**src/rtl/interrupt_pkg.sv**
```systemverilog
// =============================================================================
// interrupt_pkg : shared constants, state encoding and vector helper for the
//                 interrupt request arbiter.
// Revision: 1.0
// =============================================================================
`default_nettype none

package interrupt_pkg;

    localparam int unsigned c_NUM_SRC = 4;
    localparam int unsigned c_ID_W    = 2;

    localparam logic [7:0] c_VEC_BASE_DEFAULT = 8'h08;
    localparam logic [7:0] c_VEC_STEP_DEFAULT = 8'h08;

    typedef logic [1:0] state_t;

    localparam state_t c_ST_IDLE    = 2'd0;
    localparam state_t c_ST_REQ     = 2'd1;
    localparam state_t c_ST_SERVICE = 2'd2;

    // 8-bit vector arithmetic wraps by construction
    function automatic logic [7:0] vec_of(input logic [7:0] base,
                                          input logic [7:0] step,
                                          input logic [c_ID_W-1:0] idx);
        logic [7:0] w_idx;
        w_idx = {{(8-c_ID_W){1'b0}}, idx};
        return base + (step * w_idx);
    endfunction

endpackage

`default_nettype wire

```
**src/rtl/interrupt_request_arbiter_if.sv**
```systemverilog
// =============================================================================
// interrupt_request_arbiter_if : request, mask, handshake and grant signals of
//                                the interrupt request arbiter.
// Revision: 1.0
// =============================================================================
`default_nettype none

interface interrupt_request_arbiter_if;
    import interrupt_pkg::*;

    logic [c_NUM_SRC-1:0] req;
    logic                 mask_wr;
    logic [c_NUM_SRC-1:0] mask_data;
    logic                 ie;
    logic                 int_ack;
    logic                 eoi;
    logic                 intr;
    logic [c_ID_W-1:0]    active_id;
    logic [7:0]           vector;
    logic [c_NUM_SRC-1:0] pending;
    logic                 busy;

    modport master (
        output req, mask_wr, mask_data, ie, int_ack, eoi,
        input  intr, active_id, vector, pending, busy
    );

    modport slave (
        input  req, mask_wr, mask_data, ie, int_ack, eoi,
        output intr, active_id, vector, pending, busy
    );

endinterface

`default_nettype wire

```
**src/rtl/intr_prio_enc.sv**
```systemverilog
// =============================================================================
// intr_prio_enc : fixed-priority encoder, lowest set index wins.
// Revision: 1.0
// =============================================================================
`default_nettype none

module intr_prio_enc
    import interrupt_pkg::*;
(
    input  logic [c_NUM_SRC-1:0] eligible,
    output logic [c_ID_W-1:0]    index,
    output logic                 valid
);

    // Scan from the top so the lowest set bit is written last
    always_comb begin
        index = '0;
        valid = 1'b0;
        for (int i = c_NUM_SRC - 1; i >= 0; i--) begin
            if (eligible[i]) begin
                index = c_ID_W'(i);
                valid = 1'b1;
            end
        end
    end

endmodule

`default_nettype wire

```
**src/rtl/interrupt_request_arbiter.sv**
```systemverilog
// =============================================================================
// interrupt_request_arbiter : edge-latched 4-source fixed-priority arbiter with
//                             request/acknowledge/EOI handshake.
// Revision: 1.0
// =============================================================================
`default_nettype none

module interrupt_request_arbiter
    import interrupt_pkg::*;
#(
    parameter logic [7:0] VEC_BASE = c_VEC_BASE_DEFAULT,
    parameter logic [7:0] VEC_STEP = c_VEC_STEP_DEFAULT
)
(
    input  logic                         clk,
    input  logic                         rst,
    interrupt_request_arbiter_if.slave   bus
);

    state_t               r_state;
    state_t               w_state_nxt;
    logic [c_NUM_SRC-1:0] r_req_prev;
    logic [c_NUM_SRC-1:0] r_pending;
    logic [c_NUM_SRC-1:0] r_mask;
    logic                 r_intr;
    logic                 r_busy;
    logic [c_ID_W-1:0]    r_active_id;
    logic [7:0]           r_vector;

    logic [c_NUM_SRC-1:0] w_edge;
    logic [c_NUM_SRC-1:0] w_eligible;
    logic [c_NUM_SRC-1:0] w_clr;
    logic [c_ID_W-1:0]    w_win;
    logic                 w_valid;
    logic                 w_grant;
    logic                 w_ack;
    logic                 w_retract;
    logic                 w_done;

    assign w_edge     = bus.req & ~r_req_prev;
    assign w_eligible = r_pending & ~r_mask;
    assign w_clr      = w_ack ? (c_NUM_SRC'(1) << r_active_id) : '0;

    intr_prio_enc u_prio_enc (
        .eligible (w_eligible),
        .index    (w_win),
        .valid    (w_valid)
    );

    always_ff @(posedge clk or posedge rst) begin
        if (rst) begin
            r_state <= c_ST_IDLE;
        end else begin
            r_state <= w_state_nxt;
        end
    end

    always_comb begin
        w_state_nxt = r_state;
        case (r_state)
            c_ST_IDLE: begin
                if (bus.ie && w_valid) w_state_nxt = c_ST_REQ;
            end
            c_ST_REQ: begin
                if (bus.int_ack)  w_state_nxt = c_ST_SERVICE;
                else if (!bus.ie) w_state_nxt = c_ST_IDLE;
            end
            c_ST_SERVICE: begin
                if (bus.eoi) w_state_nxt = c_ST_IDLE;
            end
            default: w_state_nxt = c_ST_IDLE;
        endcase
    end

    // Acknowledge outranks retraction when both arrive together
    always_comb begin
        w_grant   = 1'b0;
        w_ack     = 1'b0;
        w_retract = 1'b0;
        w_done    = 1'b0;
        case (r_state)
            c_ST_IDLE:    w_grant   = bus.ie && w_valid;
            c_ST_REQ: begin
                w_ack     = bus.int_ack;
                w_retract = !bus.int_ack && !bus.ie;
            end
            c_ST_SERVICE: w_done    = bus.eoi;
            default: ;
        endcase
    end

    always_ff @(posedge clk or posedge rst) begin
        if (rst) begin
            r_req_prev  <= '1;
            r_pending   <= '0;
            r_mask      <= '0;
            r_intr      <= 1'b0;
            r_busy      <= 1'b0;
            r_active_id <= '0;
            r_vector    <= 8'h00;
        end else begin
            r_req_prev <= bus.req;
            r_pending  <= (r_pending & ~w_clr) | w_edge;
            if (bus.mask_wr) r_mask <= bus.mask_data;
            if (w_grant) begin
                r_intr      <= 1'b1;
                r_active_id <= w_win;
                r_vector    <= vec_of(VEC_BASE, VEC_STEP, w_win);
            end else if (w_ack || w_retract) begin
                r_intr <= 1'b0;
            end
            if (w_ack)       r_busy <= 1'b1;
            else if (w_done) r_busy <= 1'b0;
        end
    end

    assign bus.intr      = r_intr;
    assign bus.busy      = r_busy;
    assign bus.active_id = r_active_id;
    assign bus.vector    = r_vector;
    assign bus.pending   = r_pending;

endmodule

`default_nettype wire

```
**src/flat_wrapper.sv**
```systemverilog
// flat-port wrapper written by rule: the top's interface ports become plain ports
module interrupt_request_arbiter_flat import interrupt_pkg::*;
#(
    parameter logic [7:0] VEC_BASE = c_VEC_BASE_DEFAULT,
    parameter logic [7:0] VEC_STEP = c_VEC_STEP_DEFAULT
)
  (clk, rst, bus_req, bus_mask_wr, bus_mask_data, bus_ie, bus_int_ack, bus_eoi, bus_intr, bus_active_id, bus_vector, bus_pending, bus_busy);
  interrupt_request_arbiter_if bus_i ();
  input  logic clk;
  input  logic rst;
  input wire logic [$bits(bus_i.req)-1:0] bus_req;
  input wire logic [$bits(bus_i.mask_wr)-1:0] bus_mask_wr;
  input wire logic [$bits(bus_i.mask_data)-1:0] bus_mask_data;
  input wire logic [$bits(bus_i.ie)-1:0] bus_ie;
  input wire logic [$bits(bus_i.int_ack)-1:0] bus_int_ack;
  input wire logic [$bits(bus_i.eoi)-1:0] bus_eoi;
  output wire logic [$bits(bus_i.intr)-1:0] bus_intr;
  output wire logic [$bits(bus_i.active_id)-1:0] bus_active_id;
  output wire logic [$bits(bus_i.vector)-1:0] bus_vector;
  output wire logic [$bits(bus_i.pending)-1:0] bus_pending;
  output wire logic [$bits(bus_i.busy)-1:0] bus_busy;
  assign bus_i.req = bus_req;
  assign bus_i.mask_wr = bus_mask_wr;
  assign bus_i.mask_data = bus_mask_data;
  assign bus_i.ie = bus_ie;
  assign bus_i.int_ack = bus_int_ack;
  assign bus_i.eoi = bus_eoi;
  assign bus_intr = bus_i.intr;
  assign bus_active_id = bus_i.active_id;
  assign bus_vector = bus_i.vector;
  assign bus_pending = bus_i.pending;
  assign bus_busy = bus_i.busy;
  interrupt_request_arbiter #(.VEC_BASE(VEC_BASE), .VEC_STEP(VEC_STEP)) u_core (.clk(clk), .rst(rst), .bus(bus_i));
endmodule
```
**config.mk**
```make
export PLATFORM = sky130hd
export DESIGN_NAME = interrupt_request_arbiter_flat
export DESIGN_NICKNAME = d
export VERILOG_FILES = /design/src/rtl/interrupt_pkg.sv /design/src/rtl/interrupt_request_arbiter_if.sv /design/src/rtl/intr_prio_enc.sv /design/src/rtl/interrupt_request_arbiter.sv /design/src/flat_wrapper.sv
export SDC_FILE = /design/constraint.sdc
export NUM_CORES = 1
export LEC_CHECK = 0
export ABC_AREA = 1
export BUFFER_PORTS_ARGS = -buffer_cell sky130_fd_sc_hd__clkbuf_2
export CAP_MARGIN = 5
export CORE_ASPECT_RATIO = 1.25
export CORE_MARGIN = 2
export CORE_UTILIZATION = 52
export CTS_BUF_LIST = sky130_fd_sc_hd__clkbuf_4 sky130_fd_sc_hd__clkbuf_8
export DETAILED_ROUTE_END_ITERATION = 8
export PLACE_DENSITY = 0.79
export SLEW_MARGIN = 20
export SYNTH_ARGS = -nofsm -noshare
export SYNTH_HDL_FRONTEND = slang
export SYNTH_SLANG_ARGS = --single-unit
```
**constraint.sdc**
```tcl
create_clock -name clk -period 1.2 [get_ports clk]
set_input_delay 0.12 -clock clk [delete_from_list [all_inputs] [get_ports clk]]
set_output_delay 0.12 -clock clk [all_outputs]
set_load 0.1 [all_outputs]
```
# Word-level counts from Yosys, hierarchy flattened
# Cells that the tools add are included.
dict set report word_totals {
  output_inout_bits 16
  mem_bits_rw 0
  word_cells 53
  inputBits 14
  rom_bits 0
  memories 0
  latchBits 0
  reg_bits 26
}
dict set report op_classes {
  n_eq_ne 5
  addsub 1
  n_lt_le_gt_ge 0
  mux 22
  shift 1
  n_div 0
  bitwise_logic 7
  reduce_logical 9
  multipliers 0
}
# op count
set ops {}
lappend ops {{two-way mux 2 bit} 8}
lappend ops {{AND 4 bit} 3}
lappend ops {{two-way mux 1 bit} 12}
lappend ops {{inverter 4 bit} 3}
lappend ops {{adder 4 x 5 -> 6 bit (first input constant)} 1}
lappend ops {{one-hot mux 2 bit (3 select lines)} 1}
lappend ops {{two-way mux 4 bit} 1}
lappend ops {{OR 4 bit} 1}
lappend ops {{nonzero test 2 bit} 2}
lappend ops {{left shift 1 x 2 -> 4 bit (first input constant)} 1}
lappend ops {{!= test 3 bit (second input constant)} 1}
lappend ops {{AND reduction 3 bit} 1}
lappend ops {{== test 2 x 1 -> 1 bit (second input constant)} 1}
lappend ops {{== test 2 bit (second input constant)} 1}
lappend ops {{logical AND 1 bit} 2}
lappend ops {{zero test 1 bit} 2}
lappend ops {{zero test 2 bit} 1}
lappend ops {{!= test 2 x 1 -> 1 bit (second input constant)} 1}
lappend ops {{!= test 2 bit (second input constant)} 1}
lappend ops {{logical OR 1 bit} 1}

# Longest topological paths before layout
# Gate-level depths: netlist (run 1).
dict set report depth {
  depth_word 9
  ltp_mapped 7
  depth_no_buf 7
}

# Hierarchy
# A second synthesis (run 1) with hierarchy kept.
dict set report unflattened {
  cells_unflattened 103
  area_unflattened_um2 958.4
}
# module instances cells_per_inst area_each_um2 seq_area_each_um2
set by_module_without_submodules {}
lappend by_module_without_submodules {interrupt_request_arbiter 1 95 922.1 530.5}
lappend by_module_without_submodules {intr_prio_enc 1 8 36.3 0.0}

# Least setup slack after synthesis (run 1)
# OpenSTA, ideal clock, no wires.
dict set report synth_path {
  path_kind {register -> register}
  start {register u_core.r_pending[1], in the netlist u_core.bus.pending[1]}
  end {register u_core.r_vector[4], in the netlist u_core.bus.vector[4]}
  setup_slack_ns -0.638
  period_less_slack_ns 1.838
  arrival_time_ns 1.717
  n_path_buf 0
  path_stages_with_launch 7
  t_required_ns 1.079
  setup_time_ns 0.121
  cell_sequence {dfrtp_1 > nand2_1 > nand2_2 > a21oi_1 > ha_1 > nand2_1 > nand2_1}
}
dict set report synth_via {
  elab_cells_between_ends 8
  cone_classes {add/sub: 1; mux: 5; bitwise: 1; reduce/logical: 1}
}
# element line
set synth_rtl {}
lappend synth_rtl {{start: declaration} interrupt_request_arbiter.sv:23} ;# logic [c_NUM_SRC-1:0] r_pending;
lappend synth_rtl {{start signal: assignment} interrupt_request_arbiter.sv:103} ;# r_pending <= (r_pending & ~w_clr) | w_edge;
lappend synth_rtl {{AND 4 bit} interrupt_request_arbiter.sv:41} ;# assign w_eligible = r_pending & ~r_mask;
lappend synth_rtl {{two-way mux 2 bit (2 in series)} intr_prio_enc.sv:20} ;# if (eligible[i]) begin
lappend synth_rtl {{via u_core.u_prio_enc.index[1]} intr_prio_enc.sv:11} ;# output logic [c_ID_W-1:0] index,
lappend synth_rtl {{adder 4 x 5 -> 6 bit} interrupt_pkg.sv:28} ;# return base + (step * w_idx);
lappend synth_rtl {{end signal: assignment} interrupt_request_arbiter.sv:108} ;# r_vector <= vec_of(VEC_BASE, VEC_STEP, w_win);
lappend synth_rtl {{end: declaration} interrupt_request_arbiter.sv:28} ;# logic [7:0] r_vector;
# The timed path passes the listed nets, and every way through them passes these cells.
# A chain may end at the register's enable or synchronous reset.

# Worst setup path in the final report (run 1)
dict set report layout_path {
  start {register u_core.r_pending[3], in the netlist u_core.bus.pending[3]}
  end {register u_core.r_vector[4], in the netlist u_core.bus.vector[4]}
}
dict set report layout_via {
  elab_cells_between_ends 12
  cone_classes {add/sub: 1; mux: 9; bitwise: 1; reduce/logical: 1}
}
# element line
set layout_rtl {}
lappend layout_rtl {{AND 4 bit} interrupt_request_arbiter.sv:41}
lappend layout_rtl {{two-way mux 2 bit (4 in series)} intr_prio_enc.sv:20}
lappend layout_rtl {{via u_core.u_prio_enc.index[0]} intr_prio_enc.sv:11}
lappend layout_rtl {{adder 4 x 5 -> 6 bit} interrupt_pkg.sv:28}
# The timed path passes the listed nets, and every way through them passes these cells.

==> results.txt, run 1 <==
The data required time of the critical path came out at ~1.4 ns. The first-pass iteration count of the detailed router came out at 4. The wire length of the first global-routing pass is around 3.7 mm. Dividing the final minimum period by the clock period gives 1.08. The number of hold violations in the final report came to 0. The worst clock skew came out at 0.00247 ns. The commonest non-fill, non-tap cell in the layout is sky130_fd_sc_hd__nand2_1. The maximum number of buffers from clock root to sink came out at 2. The post-synthesis instance total is 109. The maximum level of the CTS H-tree is 1. The count of maximum capacitance violations came out at 0. After the flow finishes, the layout carries non-filler instances totaling around 170. The detailed placement HPWL is about 1.6 mm. Of the cells placed in the final design, the portion with a size suffix greater than 1 is 0.497. The initial antenna violation count came out at 0. Counting the buffers created by CTS gives 3. The worst setup path is of the flop to flop kind.

The final net count came out at 169. The total global routing overflow is 0. The I/O pin count is 30. Once placement completed, the tool counted placed cells totaling 158. Counting instances, the worst hold path has a depth of 2. The horizontal die dimension is 42.9 um. The area of the die came out at 2260 um^2. The number of violations reported at the end of detailed-routing iteration 0 is 14. The internal reg-to-reg setup slack came out at -0.10 ns. The routability congestion estimate from global placement is 0.726. The synthesized design contains 21 register bits. The final reports fail on setup timing. Power comes to approximately 4.2 mW.

STA classifies the critical path startpoint as a flop. The cell row count came out at 17. The endpoint of the worst hold path is u_core.r_state[1]$_DFFE_PP0P_. The count of final max-slew check failures came out at 0. The maximum fanout encountered on the critical timing path is 3. The clock network latency to the later pin of the worst-skew pair is 0.30 ns.

The flow ran to the end, but the final reports show violations. Buffers placed on the I/O ports in this run total 24. For this block, the via count after detailed routing is roughly 840. The share of the core filled with cells in the final layout is 0.875. The number of distinct library cell variants in the gate-level netlist after synthesis came out at 21. The count of yosys warnings during synthesis came out at 0. The cell at the root of the clock tree is sky130_fd_sc_hd__clkbuf_4. The residual DRC count came out at 0. For the worst setup path, the data arrival time is 1.51 ns.

Timing would allow up to 769 MHz. The synthesis-to-layout area growth is 56.9%. Setup slack on the critical path of the routed design comes to -0.101 ns. Setup repair after global routing could not meet its margin everywhere. TritonCTS built the clock tree. Of the synthesized area, sequential elements account for 0.539. In this run the worst setup path begins at u_core.bus.pending[3]$_DFF_PP0_. Dividing the detail-routed wire length by the instance count gives between 10 and 15 um. The vias per cell came out at 4.87.

The top cell types in the final layout, fill and taps aside, are sky130_fd_sc_hd__nand2_1 (25), sky130_fd_sc_hd__inv_1 (13), sky130_fd_sc_hd__clkbuf_2 (13). In this run the most critical hold path is launched from bus_eoi. The source of the worst register-to-register timing path is u_core.bus.pending[3]$_DFF_PP0_. The analysis attributes to cell leakage a power of 0.780 nW.

The total area inside the core boundary comes to 1770 um^2. IR analysis of the VDD net gives a maximum drop of 2.07 mV. The cell area that synthesis handed to floorplanning was 985 um^2.

The worst setup path is captured at a flop. The total power per unit cell area came out at 2720 nW/um^2. The clock slew at the register clock pins of the worst setup and hold paths came out at around 0.12 ns. The sink count of the clock tree came out at 21. Hold is met by 0.0173 ns. The initial utilization of the core area, before any placement, comes to 0.558. The number of global-route vias before repair came out at between 900 and 1,000. Across every metal layer, demand over resource in global routing totals 0.227. The total of endpoints with negative setup slack in the final report is 10. The setup TNS after final layout is -0.357 ns. From bottom edge to top edge, the die measures 52.7 um. The synthesized area per cell is ~9.0 um^2. In this run the worst hold path is classified as primary input to flop.

In this run the critical register-to-register path is captured at u_core.bus.vector[4]$_DFFE_PP0P_. The antenna diode count is 0. The total wire length came out at 2.34 mm. The pin count of the biggest net entering global routing came out at 22.

The number of antenna-violating nets in the routed design is 0. The cell depth of the worst flop-to-flop path is 7. The time the worst path needs with I/O delays and setup came out at ~1.3 ns.
-- worst max path at each step --
stage                                  endpoint  slack, ns  cells past startpoint
2_1_floorplan  u_core.bus.vector[4]$_DFFE_PP0P_      -0.19                      6
4_1_cts        u_core.bus.vector[4]$_DFFE_PP0P_      -0.04                      6
5_1_grt        u_core.bus.vector[4]$_DFFE_PP0P_      -0.13                      7
3_3_place_gp   u_core.bus.vector[4]$_DFFE_PP0P_     -0.006                      6
6_report       u_core.bus.vector[4]$_DFFE_PP0P_      -0.10                      7
3_5_place_dp   u_core.bus.vector[4]$_DFFE_PP0P_      -0.06                      6
-- layer usage --
layer / vias up / wire length, um / GRT usage
li1: 411 / - / -
met1: 394 / 858 / 0.251
met2: 28 / 1370 / 0.434
met3: 4 / 86 / 0.0310
met4: 0 / 29 / 0.0833
met5: - / 0 / 0
-- critical path, stage by stage, from the launching register on --
cell and delay, ns:
sky130_fd_sc_hd__dfrtp_4 0.45, sky130_fd_sc_hd__inv_2 0.04, sky130_fd_sc_hd__nor2_2 0.10, sky130_fd_sc_hd__nand2_2 0.09, sky130_fd_sc_hd__a21oi_4 0.20, sky130_fd_sc_hd__ha_4 0.22, sky130_fd_sc_hd__nand2_2 0.06, sky130_fd_sc_hd__nand2_2 0.05
-- kinds of logic (layout without fill, tap and decap cells) --
family / Yosys count / in the layout / share of synthesized area
compound gates: 17 / 17 / 0.0966
buf+inv: 23 / 63 / 0.107
flops: 21 / 21 / 0.539
other cells: 1 / 5 / 0.00381
simple gates: 46 / 46 / 0.241
fa+ha+maj: 1 / 1 / 0.0127
-- sequential cells by signal, summed over array words and instances, names as in the netlist --
| signal | count |
|---|---|
| u_core.bus.pending | 4 |
| u_core.bus.intr | 1 |
| u_core.r_state | 2 |
| u_core.bus.busy | 1 |
| u_core.bus.vector | 3 |
| u_core.r_req_prev | 4 |
| u_core.bus.active_id | 2 |
| u_core.r_mask | 4 |
-- timing repair --
action                     4_1_cts  5_1_grt
setup endpoints to repair        6       13
setup buffers                    1        4
gates resized for setup          5       16
hold buffers                     5        0
hold endpoints to repair        21        0
pin swaps                        1        7
-- per-stage QoR --
step	area, um^2	setup slack (ns)
2_1_floorplan	1030	-0.195
3_3_place_gp	1360	-0.00622
3_5_place_dp	1360	-0.0630
4_1_cts	1460	-0.0377
5_1_grt	1550	-0.127
6_report	1550	-0.101
-- area by class of cell --
| cell class | count | area, um^2 |
|---|---|---|
| inverter | 18 | 67.6 |
| clock buffer | 4 | 30.0 |
| sequential | 21 | 549 |
| fill | 89 | 220 |
| multi-input combinational | 69 | 434 |
| timing repair buffer | 41 | 440 |
| tap | 19 | 23.8 |
-- synthesized netlist by cell type --
cell type / instances / area, um^2
sky130_fd_sc_hd__a21boi_1: 1 / 7.51
sky130_fd_sc_hd__a21o_1: 1 / 7.51
sky130_fd_sc_hd__a21oi_1: 2 / 10.0
sky130_fd_sc_hd__a21oi_2: 1 / 8.76
sky130_fd_sc_hd__buf_4: 5 / 37.5
sky130_fd_sc_hd__conb_1: 1 / 3.75
sky130_fd_sc_hd__dfrtp_1: 17 / 425
sky130_fd_sc_hd__dfstp_2: 4 / 105
sky130_fd_sc_hd__ha_1: 1 / 12.5
sky130_fd_sc_hd__inv_1: 15 / 56.3
sky130_fd_sc_hd__inv_2: 3 / 11.3
sky130_fd_sc_hd__nand2_1: 32 / 120
sky130_fd_sc_hd__nand2_2: 2 / 12.5
sky130_fd_sc_hd__nand2_4: 4 / 45.0
sky130_fd_sc_hd__nand3_1: 5 / 25.0
sky130_fd_sc_hd__nor2_1: 1 / 3.75
sky130_fd_sc_hd__nor2_4: 1 / 11.3
sky130_fd_sc_hd__nor2_8: 1 / 20.0
sky130_fd_sc_hd__o21ai_0: 10 / 50.1
sky130_fd_sc_hd__o21ai_1: 1 / 5.00
sky130_fd_sc_hd__o22ai_1: 1 / 6.26
-- power by group --
| group | switching (mW) | internal (mW) | total [mW] |
|---|---|---|---|
| Clock | 0.214 | 0.152 | 0.366 |
| Combinational | 1.72 | 0.970 | 2.69 |
| Sequential | 0.213 | 0.929 | 1.14 |
Note: power is estimated with default switching activity, not from simulation.
==> run 2, diff against run 1 <==
Settings changed: CORE_ASPECT_RATIO 1.25 to not set.
==> results.txt, run 2 (synthesized netlist as in run 1, its figures left out) <==
The flow ran to the end, but the final reports show violations. The final reports fail on setup timing. The pin count of the biggest net entering global routing came out at 22. The residual DRC count is 0. The cell leakage power is a little under 0.8 nW. The global routing usage on met3 is 0.0340. STA classifies the critical path startpoint as a flop. The average routed wire per standard cell came out at 14.7 um.

Setup repair after global routing could not meet its margin everywhere. The horizontal die dimension is 47.5 um. The root buffer cell chosen for the clock tree is sky130_fd_sc_hd__clkbuf_4. After clock tree synthesis, the clock-pin slew on the worst setup and hold paths is roughly 0.12 ns. The HPWL after detailed placement is 1.52 mm. The die is 47.5 um tall.

The initial antenna violation count came out at 0. The relative contribution of combinational cells to total power came out at 0.644. Setup slack on the critical path of the routed design comes to -0.0926 ns. The total global-route track usage is 0.236.

In the global route stage, met1 resource usage came out at 0.244. At the end of the flow the core is filled with cells to 0.892. The detailed router placed 901 vias in this run. The share of cells above drive strength 1 is 0.474. By startpoint and endpoint, the worst setup path is classified as flop to flop. For this block, the routed nets add up to around 2.7 mm of wire. The number of hold violations in the final report is 0. The total of endpoints with negative setup slack in the final report came out at 10.

The total power came out at 4.17 mW. The switching power of the nets came out at 2.16 mW. The clock network latency to the later pin of the worst-skew pair came out at 0.31 ns.

The library cell used most frequently in the layout, excluding fill and tap cells, is sky130_fd_sc_hd__nand2_1. 0 antenna diodes ended up in the layout. The data required time of the critical path came out at about 1.4 ns.

The number of buffers inserted during clock tree synthesis is 3. The first global-routing pass estimated about 3.5 mm of wire. The routability congestion estimate from global placement came out at 0.768. Summed over all layers, the global routing overflow is 0. The pre-CTS worst setup slack came out at -0.0527 ns.

For the final routed database, the setup TNS stands at -0.374 ns. The final net count came out at 172. In the layout the commonest cells are sky130_fd_sc_hd__nand2_1 (25), sky130_fd_sc_hd__inv_1 (13), sky130_fd_sc_hd__clkbuf_2 (13). The TritonCTS clock tree is done.

The area of the die is 2260 um^2. The maximum level of the CTS H-tree came out at 1. The post-route standard cell area excluding fillers is ~1600 um^2. The switching share of total power came out at 0.517.

Along the worst path, the maximum fanout reaches 2. The type of destination of the critical path is a flop. The synthesis-to-layout area growth came out at 58.2%. Row generation in the floorplan step produced 15 rows.

The total power per unit cell area is roughly 2700 nW/um^2. The highest attainable clock frequency came out at 774 MHz. The met2 track demand over resource came out at 0.443.

The time the worst path needs with I/O delays and setup came out at roughly 1.3 ns. Dividing the final minimum period by the clock period gives 1.08. The number of violations reported at the end of detailed-routing iteration 0 came out at 12. The I/O pin count is 30. The cell internal power dissipation is 2.02 mW. The number of antenna-violating nets in the routed design is 0. The effective utilization at floorplan came out at 0.564. Counting every sink on the clock net gives 21. The fraction of power consumed by sequential logic is 0.274.

The worst clock skew is 0.0108 ns. Data arrives at the worst endpoint at roughly 1.5 ns. The number of global-route vias before repair came out at approximately 840. The count of final max-slew check failures is 0. The quantity of I/O buffers inserted on ports came out at 24. The vias per cell is 4.98.

The maximum number of buffers from clock root to sink is 2. Across the run, the number of max-cap violations was 0. The core region is roughly 1700 um^2. The first detailed-routing pass took 4 iterations. The worst hold-check path type is primary input to flop.

The most congested layer reported by global routing is met2. The placed standard-cell area came out at 1360 um^2. The share of total power in the clock network came out at 0.082. IR analysis of the VDD net gives a maximum drop of 1.99 mV.
run 2: final timing paths:
| path | from | endpoint | slack, ns | depth (start not counted) |
|---|---|---|---|---|
| max | u_core.r_mask[2]$_DFFE_PP0P_ | u_core.bus.vector[4]$_DFFE_PP0P_ | -0.09 | 7 |
| min | bus_mask_data[2] | u_core.r_mask[2]$_DFFE_PP0P_ | 0.05 | 3 |
| max reg2reg | u_core.r_mask[2]$_DFFE_PP0P_ | u_core.bus.vector[4]$_DFFE_PP0P_ | -0.09 | 7 |
| min reg2reg | u_core.r_req_prev[0]$_DFF_PP1_ | u_core.bus.pending[0]$_DFF_PP0_ | 0.54 | 3 |
| max in group asynchronous | rst | u_core.r_req_prev[0]$_DFF_PP1_ | 0.57 | 4 |
| min in group asynchronous | rst | u_core.bus.pending[1]$_DFF_PP0_ | 0.34 | 4 |
run 2: metrics by stage:
step           hold WS (ns)  std cells
2_1_floorplan        0.0934        113
3_3_place_gp          0.134        164
3_5_place_dp          0.140        164
4_1_cts             0.00923        177
5_1_grt              0.0620        181
6_report             0.0470        181
run 2: layout make-up:
| class | instances | area, um^2 |
|---|---|---|
| clock buffer | 3 | 22.5 |
| clock inverter | 1 | 5.00 |
| fill | 80 | 188 |
| inverter | 18 | 67.6 |
| multi-input combinational | 69 | 408 |
| sequential | 21 | 549 |
| tap | 25 | 31.3 |
| timing repair buffer | 44 | 474 |
run 2: timing repair:
item,CTS,global route
setup buffers,1,4
hold buffers,8,0
gates resized for setup,5,14
setup endpoints to repair,7,15
hold endpoints to repair,24,0
pin swaps,5,8
run 2: worst max-delay path, cell delays in order (launching register included):
cell,delay [ns]
sky130_fd_sc_hd__dfrtp_1,0.42
sky130_fd_sc_hd__inv_2,0.10
sky130_fd_sc_hd__nand2_4,0.06
sky130_fd_sc_hd__buf_6,0.12
sky130_fd_sc_hd__a21oi_2,0.13
sky130_fd_sc_hd__ha_1,0.24
sky130_fd_sc_hd__nand2_1,0.06
sky130_fd_sc_hd__nand2_1,0.05
run 2: metal layers:
metal | vias to the layer above | share of wire
li1 | 422 | -
met4 | 0 | 0.034
met5 | - | 0
met3 | 9 | 0.038
met1 | 438 | 0.36
met2 | 32 | 0.57
run 2: power by group through the flow:
stage	sequential (mW)	clock (mW)	combinational, mW
floorplan	2.09	0	0.589
global placement	1.12	0	2.41
detailed placement	1.13	0	2.45
CTS	1.13	0.348	2.53
global route	1.16	0.366	2.79
finish	1.14	0.341	2.68
==> run 3, diff against run 2 <==
Settings changed: CORE_UTILIZATION 52 to 56, PLACE_DENSITY 0.79 to 0.84.
Clock period 1.2 ns to 1.6 ns, I/O delays scaled along.
==> results.txt, run 3 (synthesized netlist as in run 1, its figures left out) <==
The share of cells above drive strength 1 came out at 0.345. In this run the number of H-tree levels came out at 1. The total global routing overflow came out at 0. The first-pass iteration count of the detailed router came out at 4. The clock period could shrink to ~1.4 ns. The actual slew at the worst max-slew pin came out at ~0.55 ns.

Counting instances, the worst hold path has a depth of 2. The worst hold-check path type is primary input to flop. Dividing the final minimum period by the clock period gives 0.864. The number of hold violations in the final report is 0.

Clock skew on the completed layout was measured at 0.00808 ns. The arrival time of the worst setup path came out at 1.22 ns. The clock slew at the register clock pins of the worst setup and hold paths is ~0.13 ns. The count of final max-slew check failures came to 0. The relative contribution of combinational cells to total power is 0.574.

Of the total power, the share spent switching nets is 0.587. Summed over all nets, the switching power comes to 1.44 mW. For this design, the sink count on the clock tree is 21. The HPWL after detailed placement is 1.42 mm.

The post-layout worst setup margin came out at 0.218 ns. The final net count came out at 158. The routability congestion estimate from global placement came out at slightly below 0.8. The number of global-route vias before repair is 810. The pre-CTS worst setup slack is 0.351 ns.

The clock network latency to the later pin of the worst-skew pair is 0.31 ns. TritonCTS built the clock tree. The cell row count is 15. The maximum number of buffers from clock root to sink came out at 2. The antenna diode count came out at 0. In the final timing run, aggregate negative setup slack is 0 ns. Leaving out fill and tap cells, the most frequent cell in the layout is sky130_fd_sc_hd__nand2_1. The average routed wire per standard cell came out at approximately 11 um.

The signal on the critical path passes through clkbuf_2. Counting cells, the worst reg-to-reg path comes to 6. Counting both buffers and inverters, the worst setup path holds a total of 1. The fraction of power consumed by sequential logic is 0.315.

STA classifies the critical path startpoint as a flop. The I/O pin count is 30. The initial antenna violation count came out at 0. The effective utilization at floorplan came out at 0.583. The synthesis-to-layout area growth came out at 21.5%. The detail route stage leaves a number of antenna-violating nets equal to 0. On the worst path, the slowest cell contributes a delay of 0.48 ns. The largest individual stage delay along the critical path comes from the cell sky130_fd_sc_hd__clkbuf_2. The vias per cell came out at 4.86. The count of maximum capacitance violations came out at 0. The first global-routing pass estimated 3.17 mm of wire.

The share of total power in the clock network is 0.110. The setup path with the least slack is of type flop to output pin. The number of violations reported at the end of detailed-routing iteration 0 came out at 14. The detailed-route via count came out at between 700 and 800. The post-CTS setup buffer count is 0. The residual DRC count is 0. The largest voltage drop on the vdd net came out at 1.61 mV. The cell internal power dissipation came out at ~1.0 mW. The floorplan step defined a core boundary enclosing 1690 um^2.

Power spread over the standard cell area amounts to 2050 nW/um^2. The total global-route track usage came out at 0.212. Broken down by cell family, the worst path's largest delay share belongs to buffers and inverters. The number of cells on the critical path came out at 1. The overall die height came out at about 46 um. The cell leakage power is about 0.65 nW. The area of the die came out at about 2100 um^2. The cell sitting at the root of the clock tree is a sky130_fd_sc_hd__clkbuf_4. The headroom to the max-slew limit came out at 0.638.

Timing would allow up to 724 MHz. The flow ran to the end, and the final reports show no timing, DRC or antenna violations. The total wire length is ~1.8 mm.

Setup violations remaining at the end of the flow were counted as 0. The pin count of the biggest net entering global routing is 15. The worst setup path is captured at an output pin. In the layout the commonest cells are sky130_fd_sc_hd__nand2_1 (32), sky130_fd_sc_hd__clkbuf_2 (24), sky130_fd_sc_hd__inv_1 (15). The number of buffers inserted during clock tree synthesis is 3. The quantity of I/O buffers inserted on ports is 24. Data on the critical path is required at its endpoint by 1.44 ns.

Setup repair after global routing left no endpoint under its margin. In this run the worst path has a maximum fanout of 5. The floorplan step set the die width to 45.9 um.
==> run 3: cell count changes in the layout (fill, tap and decap cells not counted), sizes merged <==
cell,delta
clkbuf,+11
clkinvlp,+1
dlygate4sd3,-3
clkinv,-1
buf,-22
==> run 3: final timing paths <==
check,start,to,slack [ns]
max in group asynchronous,rst,u_core.r_state[0]$_DFFE_PP0P_,0.69
min in group asynchronous,rst,u_core.r_mask[2]$_DFFE_PP0P_,0.39
worst min register to register,u_core.bus.busy$_DFFE_PP0P_,u_core.bus.busy$_DFFE_PP0P_,0.50
worst max register to register,u_core.bus.pending[1]$_DFF_PP0_,u_core.bus.vector[4]$_DFFE_PP0P_,0.33
worst max-delay path,u_core.bus.active_id[0]$_DFFE_PP0P_,bus_active_id[0],0.22
worst min-delay path,bus_eoi,u_core.r_state[1]$_DFFE_PP0P_,0.04
==> run 3: repair_timing <==
item                                   CTS  global route
hold buffers                             5             0
gates resized for setup                  0             0
endpoints found under the hold margin   13             0
==> run 3: layout make-up <==
cell class / count / area [um^2]
multi-input cells: 69 / 364
fillers: 131 / 493
inverters: 18 / 67.6
clock buffers: 3 / 22.5
clock inverters: 1 / 7.51
repair buffers: 30 / 178
flip-flops and latches: 21 / 536
well taps: 17 / 21.3
==> run 3: power by group through the flow <==
stage / combinational [mW] / clock (mW) / sequential, mW
finish: 1.41 / 0.270 / 0.773
global route: 1.48 / 0.288 / 0.791
floorplan: 0.436 / 0 / 1.54
CTS: 1.41 / 0.272 / 0.774
global placement: 1.38 / 0 / 0.776
detailed placement: 1.40 / 0 / 0.784
==> run 3: per-layer routing <==
| layer | GRT usage | vias to the layer above | wire length (um) | part of all wire |
|---|---|---|---|---|
| li1 | - | 392 | - | - |
| met1 | 0.235 | 363 | 767 | 0.42 |
| met2 | 0.408 | 16 | 970 | 0.53 |
| met3 | 0.0238 | 2 | 68 | 0.037 |
| met4 | 0.0686 | 0 | 15 | 0.0082 |
| met5 | 0 | - | 0 | 0 |
==> run 3: stage by stage <==
step                      power [mW]  hold slack (ns)  utilization  instance area, um^2  std cells
after floorplan                 1.97            0.133            -                 1000        113
after global placement          2.16            0.183        0.661                 1120        150
after detailed placement        2.19            0.195        0.661                 1120        150
after CTS                       2.46           0.0394        0.708                 1200        159
after global routing            2.56           0.0329        0.708                 1200        159
final                           2.45           0.0372        0.708                 1200        159
